<file path="src/rtl/binary_to_bcd_seq.sv">
// Sequential binary-to-BCD converter (double dabble), one input bit per clock.
// Also produces leading-zero blank flags and an overflow flag for the 7-segment display stage.
module binary_to_bcd_seq #(
  parameter int BIN_W  = 16,
  parameter int DIGITS = 5
) (
  input  logic                  clk,
  input  logic                  rst,
  input  logic                  start,
  input  logic [BIN_W-1:0]      bin_in,
  output logic                  busy,
  output logic                  done,
  output logic [4*DIGITS-1:0]   bcd_out,
  output logic [DIGITS-1:0]     blank,
  output logic                  overflow
);

  localparam int CNT_W = $clog2(BIN_W + 1);
  localparam int BCD_W = 4 * DIGITS;

  typedef enum logic [1:0] {IDLE, SHIFT, FINISH} state_t;

  state_t             state_q, state_d;
  logic [CNT_W-1:0]   cnt_q, cnt_d;
  logic [BIN_W-1:0]   bin_q, bin_d;
  logic [BCD_W-1:0]   scratch_q, scratch_d;
  logic               sticky_q, sticky_d;
  logic [BCD_W-1:0]   bcd_q, bcd_d;
  logic [DIGITS-1:0]  blank_q, blank_d;
  logic               ovf_q, ovf_d;
  logic               done_q, done_d;
  logic [BCD_W-1:0]   adjusted;
  logic [DIGITS-1:0]  blankCalc;

  // Add-3 correction on every digit, taken from the pre-shift scratch value
  always_comb begin
    adjusted = scratch_q;
    for (int i = 0; i < DIGITS; i++) begin
      if (scratch_q[4*i +: 4] >= 4'd5)
        adjusted[4*i +: 4] = scratch_q[4*i +: 4] + 4'd3;
    end
  end

  always_comb begin
    blankCalc = '0;
    for (int i = 1; i < DIGITS; i++) begin
      logic allZero;
      allZero = 1'b1;
      for (int j = i; j < DIGITS; j++) begin
        if (scratch_q[4*j +: 4] != 4'd0) allZero = 1'b0;
      end
      blankCalc[i] = allZero;
    end
  end

  always_comb begin
    state_d   = state_q;
    cnt_d     = cnt_q;
    bin_d     = bin_q;
    scratch_d = scratch_q;
    sticky_d  = sticky_q;
    bcd_d     = bcd_q;
    blank_d   = blank_q;
    ovf_d     = ovf_q;
    done_d    = 1'b0;
    case (state_q)
      IDLE: begin
        if (start) begin
          bin_d     = bin_in;
          scratch_d = '0;
          sticky_d  = 1'b0;
          cnt_d     = CNT_W'(BIN_W);
          state_d   = SHIFT;
        end
      end
      SHIFT: begin
        // Bit shifted out of the top digit means the value no longer fits
        scratch_d = {adjusted[BCD_W-2:0], bin_q[BIN_W-1]};
        bin_d     = {bin_q[BIN_W-2:0], 1'b0};
        sticky_d  = sticky_q | adjusted[BCD_W-1];
        cnt_d     = cnt_q - CNT_W'(1);
        if (cnt_q == CNT_W'(1)) state_d = FINISH;
      end
      FINISH: begin
        bcd_d   = scratch_q;
        blank_d = blankCalc;
        ovf_d   = sticky_q;
        done_d  = 1'b1;
        state_d = IDLE;
      end
      default: state_d = IDLE;
    endcase
  end

  always_ff @(posedge clk) begin
    if (rst) begin
      state_q   <= IDLE;
      cnt_q     <= '0;
      bin_q     <= '0;
      scratch_q <= '0;
      sticky_q  <= 1'b0;
      bcd_q     <= '0;
      blank_q   <= {{(DIGITS-1){1'b1}}, 1'b0};
      ovf_q     <= 1'b0;
      done_q    <= 1'b0;
    end else begin
      state_q   <= state_d;
      cnt_q     <= cnt_d;
      bin_q     <= bin_d;
      scratch_q <= scratch_d;
      sticky_q  <= sticky_d;
      bcd_q     <= bcd_d;
      blank_q   <= blank_d;
      ovf_q     <= ovf_d;
      done_q    <= done_d;
    end
  end

  assign busy     = (state_q != IDLE);
  assign done     = done_q;
  assign bcd_out  = bcd_q;
  assign blank    = blank_q;
  assign overflow = ovf_q;

endmodule

</file>
<file path="config.mk">
export PLATFORM = sky130hd
export DESIGN_NAME = binary_to_bcd_seq
export DESIGN_NICKNAME = d
export VERILOG_FILES = /design/src/rtl/binary_to_bcd_seq.sv
export SDC_FILE = /design/constraint.sdc
export NUM_CORES = 1
export LEC_CHECK = 0
export BUFFER_PORTS_ARGS = -buffer_cell sky130_fd_sc_hd__buf_4
export CORE_ASPECT_RATIO = 1.2
export CORE_UTILIZATION = 30
export DETAILED_ROUTE_END_ITERATION = 10
export GPL_TIMING_DRIVEN = 0
export HOLD_SLACK_MARGIN = 0.05
export PLACE_DENSITY = 0.58
export SYNTH_ARGS = -nofsm -noshare
export SYNTH_HDL_FRONTEND = slang
export SYNTH_SLANG_ARGS = --single-unit
</file>
<file path="constraint.sdc">
create_clock -name clk -period 2.7 [get_ports clk]
set_clock_uncertainty 0.2 [all_clocks]
set_input_delay 0.405 -clock clk [delete_from_list [all_inputs] [get_ports clk]]
set_output_delay 0.405 -clock clk [all_outputs]
set_load 0.005 [all_outputs]
</file>
==> impl_results.md, run 1 <==
- Run status: finished, final reports clean
- Die ar.: 11180 µm²
- Final min period: 2196 ps
- WL final: 7707 µm
- Async S/R FF share, synth: 0
- Row count: a little over 40
- Max cap viols: 0
- Worst Path Max Fanout: 10
- Ys flop type: dfxtp_1
- Filler instances: 1105
- Maximum clock frequency: 455.4 MHz
- Cell taking the most area after synthesis: dfxtp_1
- Syn. warnings: 0
- Syn Std Cell Area: 3228 µm²
- Skew-Pair Late Insertion Delay: approximately 330 ps
- Endpoint, Worst Hold: bin_q[0]
- Final ANT Viol Nets: 0
- Root buffer cell: clkbuf_16
- RR Endpoint: scratch_q[6]
- Net Count, Synth: 435
- Number of global-route vias before repair: 2726
- Pin count of the biggest net entering global routing: 12
- Hold Crit Class: primary input to flop
- DR vias/cell: 4.766
- Overall Global Routing Usage: 0.1426
- Lkg Pwr: 1.636 nW
- H-tree depth: 3
- Cts bufs inserted: 9
- Initial antenna violation count: 0
- Number of flops mapped to enable cells by yosys: 0
- Critical path class: flop to output pin
- DRC: 0
- RSZ-0062 raised after global routing: no
- Area share of the largest cell type after synthesis: 0.4341
- Peak supply drop: around 0.32 mV
- Crit path required time: 2100 ps
- IO Count: 47
- Detailed Routing Iterations Pass 1: 4
- Hold path cells: 5
- Setup TNS Final: 0 ps
- # diodes: 0
- Period utilization: 0.8133
- Most common cell after layout, fill and taps aside: dfxtp_1
- Hold violation total from the final report: 0
- Die Span X: 96.70 µm
- Die Y: around 120 µm
- Via count: 2812
- Area Overhead vs Synth: 25.04%
- Setup slack, reg-to-reg: about 830 ps
- Setup Fix Bufs, Post-CTS: 0
- Sequential fraction of the synthesis area: 0.4341
- Starting density of the core: 0.3070
- Post-DP HPWL: 5424 µm
- Power Dens Cells: about 640 nW/µm²
- # hold bufs at CTS: 0
- CTS Sinks: 70
- Startpoint types: flop
- First-pass GRT wire length: 12810 µm
- Worst-margin pin slew: 613.1 ps
- Pins Over Slew Limit: 0
- Hold_sp: bin_in[0]
- Post-synthesis register bit count: 70
- WP data arrival: 1590 ps
- Synth top area cells: dfxtp_1 (43%), a21oi_1 (7.8%), nand2_1 (7.0%)
- Final GP Congestion: 0.7622
- GRT Residual Overflow: 0
- Syn Area/Cell: 8.050 µm²
- Core area: 10520 µm²
- Post-DR wirelength/cell: 13.06 µm
- Most frequent cells in the layout: dfxtp_1 (70), nand2_1 (60), nor2_1 (59), a21oi_1 (50), buf_4 (46)
- Slew margin rel.: 0.5913
- Synth Instances: approximately 400
- Layout cells sized above 1: 0.1779
- Setup Viol. Count Final: 0
- Clock-pin slew on the worst setup and hold paths: roughly 50 ps
- Port Buf Inserts: 44
- Crit. End Element: output pin
- Synth cell types: 43
- Worst R2R Path Depth: 6
- Initial DRC count: 90
- Final hold slack: 222.8 ps
- Post-CTS resize count: 0
- RR Startpoint: scratch_q[5]
- Nets@finish: between 400 and 500
- Clock Path Buffers: 2
- CTS tree: built
==> power breakdown <==
part / switching, mW / total [mW] / leakage [nW] / internal, mW
registers: 0.0212 / 1.09 / 0.569 / 1.07
clock network: 0.427 / 1.26 / 0.157 / 0.831
logic: 0.129 / 0.225 / 0.910 / 0.0960
==> synth_stat cells, drive strengths merged (2+ instances only) <==
master / n
xnor2: 5
nor2: 60
dfxtp: 70
nand2: 60
nand2b: 8
clkbuf: 11
inv: 14
or2: 2
mux2i: 3
mux2: 3
nor2b: 17
o31ai: 9
a22o: 3
buf: 15
nand3: 2
nor3: 14
a21oi: 50
ha: 15
xor2: 4
nor3b: 2
a32oi: 5
o21ai: 15
==> how the worst max path moves through the flow <==
| stage | start | to | depth (start not counted) |
|---|---|---|---|
| 2_1_floorplan | scratch_q[5] | scratch_q[6] | 6 |
| 3_3_place_gp | start | scratch_q[8] | 6 |
| 3_5_place_dp | start | scratch_q[8] | 6 |
| 4_1_cts | state_q[1] | busy | 4 |
| 5_1_grt | state_q[1] | busy | 4 |
| 6_report | state_q[1] | busy | 4 |
==> flip-flops by register name (all words and copies together), names as in the netlist <==
register and flops:
state_q 2, cnt_q 5, done 1, scratch_q 20
overflow 1, blank 4, sticky_q 1, bcd_out 20
bin_q 16
==> worst max-delay path: stages, from the launching register on <==
cell and delay [ps]:
dfxtp_1 430, buf_4 210, clkbuf_1 340, or2_2 180
buf_4 100
==> area by class of cell <==
class,instances,area (µm²),share of cell area
well taps,129,161.4,0.03999
clock inverters,4,70.07,0.01736
plain buffers,26,131.4,0.03255
repair buffers,44,330.3,0.08184
multi-input cells,291,1643,0.4070
clock buffers,12,246.5,0.06107
flip-flops and latches,70,1401,0.3472
inverters,14,52.55,0.01302
==> through the flow <==
stage / power, mW / cells / instance area, µm² / utilization / worst slack [ps]
2_1_floorplan: 1.267 / 401 / 3228 / - / 976.6
4_1_cts: 2.603 / 590 / 4036 / 0.3838 / 487.3
3_5_place_dp: 1.339 / 574 / 3720 / 0.3537 / 809.2
6_report: 2.574 / 590 / 4036 / 0.3838 / 504.1
5_1_grt: 2.683 / 590 / 4036 / 0.3838 / 406.2
3_3_place_gp: 1.334 / 574 / 3720 / 0.3537 / 819.0
==> logic make-up after synthesis <==
family	Yosys count	synth area share
flip-flops	70	0.4341
AO/OA/AOI/OAI	89	0.1632
other	1	0.001162
buffers and inverters	40	0.05697
multiplexers	6	0.01977
AND/OR/NAND/NOR	171	0.2423
XOR/XNOR	9	0.02442
adder cells (fa/ha/maj)	15	0.05814
==> layer usage <==
metal	track usage	wire length [µm]	vias up
met3	0.02593	295	14
met5	0	0	-
met1	0.1709	3642	1294
met2	0.2465	3598	61
met4	0.07264	170	0
li1	-	-	1443
(Power assumes the default switching activity.)
==> inputs of run 2 (changes only) <==
==> constraint.sdc (replaced) <==
create_clock -name clk -period 2.1 [get_ports clk]
set_clock_uncertainty 0.2 [all_clocks]
set_input_delay 0.315 -clock clk [delete_from_list [all_inputs] [get_ports clk]]
set_output_delay 0.315 -clock clk [all_outputs]
set_load 0.005 [all_outputs]
==> run 2 against run 1 <==
  * First-iteration DRC count down 24%
  * Die area unchanged
  * Total power up 28%
  * Core utilization about the same
  * Cell area about the same
  * Highest routed layer unchanged
==> impl_results.md, run 2 (synthesized netlist as in run 1, its figures left out) <==
- Run status: finished, final reports clean
- Crit path from: state_q[0]
- Final GP Congestion: 0.7622 (unchanged)
- Power Dens Cells: 820.2 nW/µm² (+29%)
- End point of the critical path: busy
- Port Buf Inserts: 44 (unchanged)
- Skew-Pair Late Insertion Delay: 330 ps (about the same)
- Hold violation total from the final report: 0 (unchanged)
- Setup slack, reg-to-reg: 220 ps (-610 ps)
- Max cap viols: 0 (unchanged)
- Row count: 41 (unchanged)
- Worst-margin pin slew: 603.7 ps (-9.408 ps)
- Crit path required time: 1580 ps (-520 ps)
- Slew margin rel.: 0.5975 (+0.006272)
- Setup Fix Bufs, Post-CTS: 0 (unchanged)
- Multi-input logic area: 1643 µm² (unchanged)
- RR Startpoint: scratch_q[5]
- Hold Crit Class: primary input to flop
- DR vias/cell: 4.771 (about the same)
- Detailed Routing Iterations Pass 1: 4 (unchanged)
- Overall Global Routing Usage: 0.1426 (unchanged)
- Period utilization: 0.9100
- First-pass GRT wire length: 12810 µm (unchanged)
- Cts bufs inserted: 9 (unchanged)
- RSZ-0062 raised after global routing: no
- # diodes: 0 (unchanged)
- Via count: 2810 (-0.071%)
- Pin count of the biggest net entering global routing: 20 (+8)
- Filler instances: 1105 (unchanged)
- Clock Path Buffers: 2 (unchanged)
- Worst R2R Path Depth: 6 (unchanged)
- Most common cell after layout, fill and taps aside: dfxtp_1
- Clock-pin slew on the worst setup and hold paths: 50 ps (about the same)
- H-tree depth: 3 (unchanged)
- CTS Sinks: 70 (unchanged)
- Pins Over Slew Limit: 0 (unchanged)
- Root buffer cell: clkbuf_16
- Initial DRC count: 68 (-24%)
- Most frequent cells in the layout: dfxtp_1 (70), nand2_1 (60), nor2_1 (59), a21oi_1 (50), buf_4 (46)
- Crit. End Element: output pin
- Lkg Pwr: 1.635 nW (about the same)
- Maximum clock frequency: 523.3 MHz
- Die Span X: 96.70 µm (unchanged)
- Number of global-route vias before repair: 2721 (-0.18%)
- Critical path class: flop to output pin
- DRC: 0 (unchanged)
- GRT Residual Overflow: 0 (unchanged)
- WP data arrival: 1400 ps (-190 ps)
- Post-DR wirelength/cell: 13.13 µm (+0.53%)
- FF/Latch Area: 1401 µm² (unchanged)
- Die ar.: 11180 µm² (unchanged)
- Core area: 10520 µm² (unchanged)
- # hold bufs at CTS: 0 (unchanged)
- Final ANT Viol Nets: 0 (unchanged)
- Startpoint types: flop
- CTS tree: built
- Die Y: 115.6 µm (unchanged)
- Area Overhead vs Synth: 24.92% (about the same)
- Final min period: between 1500 and 2000 ps
- Setup TNS Final: 0 ps (unchanged)
- Post-DP HPWL: 5424 µm (unchanged)
- Starting density of the core: 0.3070 (unchanged)
- Peak supply drop: 0.4082 mV (+29%)
- IO Count: 47 (unchanged)
- Initial antenna violation count: 0 (unchanged)
- Setup Viol. Count Final: 0 (unchanged)
- Nets@finish: 489 (-0.20%)
- Layout cells sized above 1: 0.1783 (+0.0003867)
- RR Endpoint: scratch_q[6]
- WL final: 7735 µm (+0.36%)
- Post-CTS resize count: 0 (unchanged)
- Worst Path Max Fanout: 10 (unchanged)
- Util after Layout: 0.3835 (about the same)
[run 2: worst min-delay path by stage]
stage / slack (ps) / cells after the start / startpoint / endpoint
after floorplan: 230 / 2 / sticky_q / overflow
after global placement: 250 / 2 / bcd_out[17] / bcd_out[17]
after detailed placement: 250 / 2 / bcd_out[14] / bcd_out[14]
after CTS: 140 / 5 / bin_in[0] / bin_q[0]
after global routing: 170 / 5 / bin_in[0] / bin_q[0]
final: 130 / 5 / bin_in[0] / bin_q[0]
[run 2: worst max-delay path, cell delays in order, from the launching register on]
cell and delay (ps):
dfxtp_1 310, buf_6 130, buf_2 180, or2_2 300, buf_4 130
[run 2: cell type report]
type | count | area share
Tap cell | 129 | 0.04002
Sequential cell | 70 | 0.3475
Multi-Input combinational cell | 291 | 0.4074
Buffer | 25 | 0.03165
Timing Repair Buffer | 44 | 0.08191
Clock inverter | 4 | 0.01738
Inverter | 14 | 0.01303
Clock buffer | 12 | 0.06112
[run 2: per-stage QoR]
stage | setup slack [ps] | total power, mW | area (µm²) | hold WS (ps) | cells
floorplan | 376.6 | 1.629 | 3228 | 232.1 | 401
global placement | 254.7 | 1.716 | 3720 | 247.1 | 574
detailed placement | 217.8 | 1.722 | 3720 | 250.4 | 574
CTS | 172.5 | 3.347 | 4033 | 135.5 | 589
global route | 86.27 | 3.450 | 4033 | 166.5 | 589
finish | 189.0 | 3.308 | 4033 | 132.6 | 589
[run 2: power by group]
group          switching [mW]  internal, mW
combinational           0.167         0.123
clock                   0.547          1.07
sequential             0.0272          1.38
[run 2: metal layers]
metal / share of wire / GRT usage / vias up
met5: 0 / 0 / -
met4: 0.019 / 0.07264 / 0
met3: 0.037 / 0.02593 / 12
met2: 0.47 / 0.2465 / 59
met1: 0.48 / 0.1709 / 1293
li1: - / - / 1446
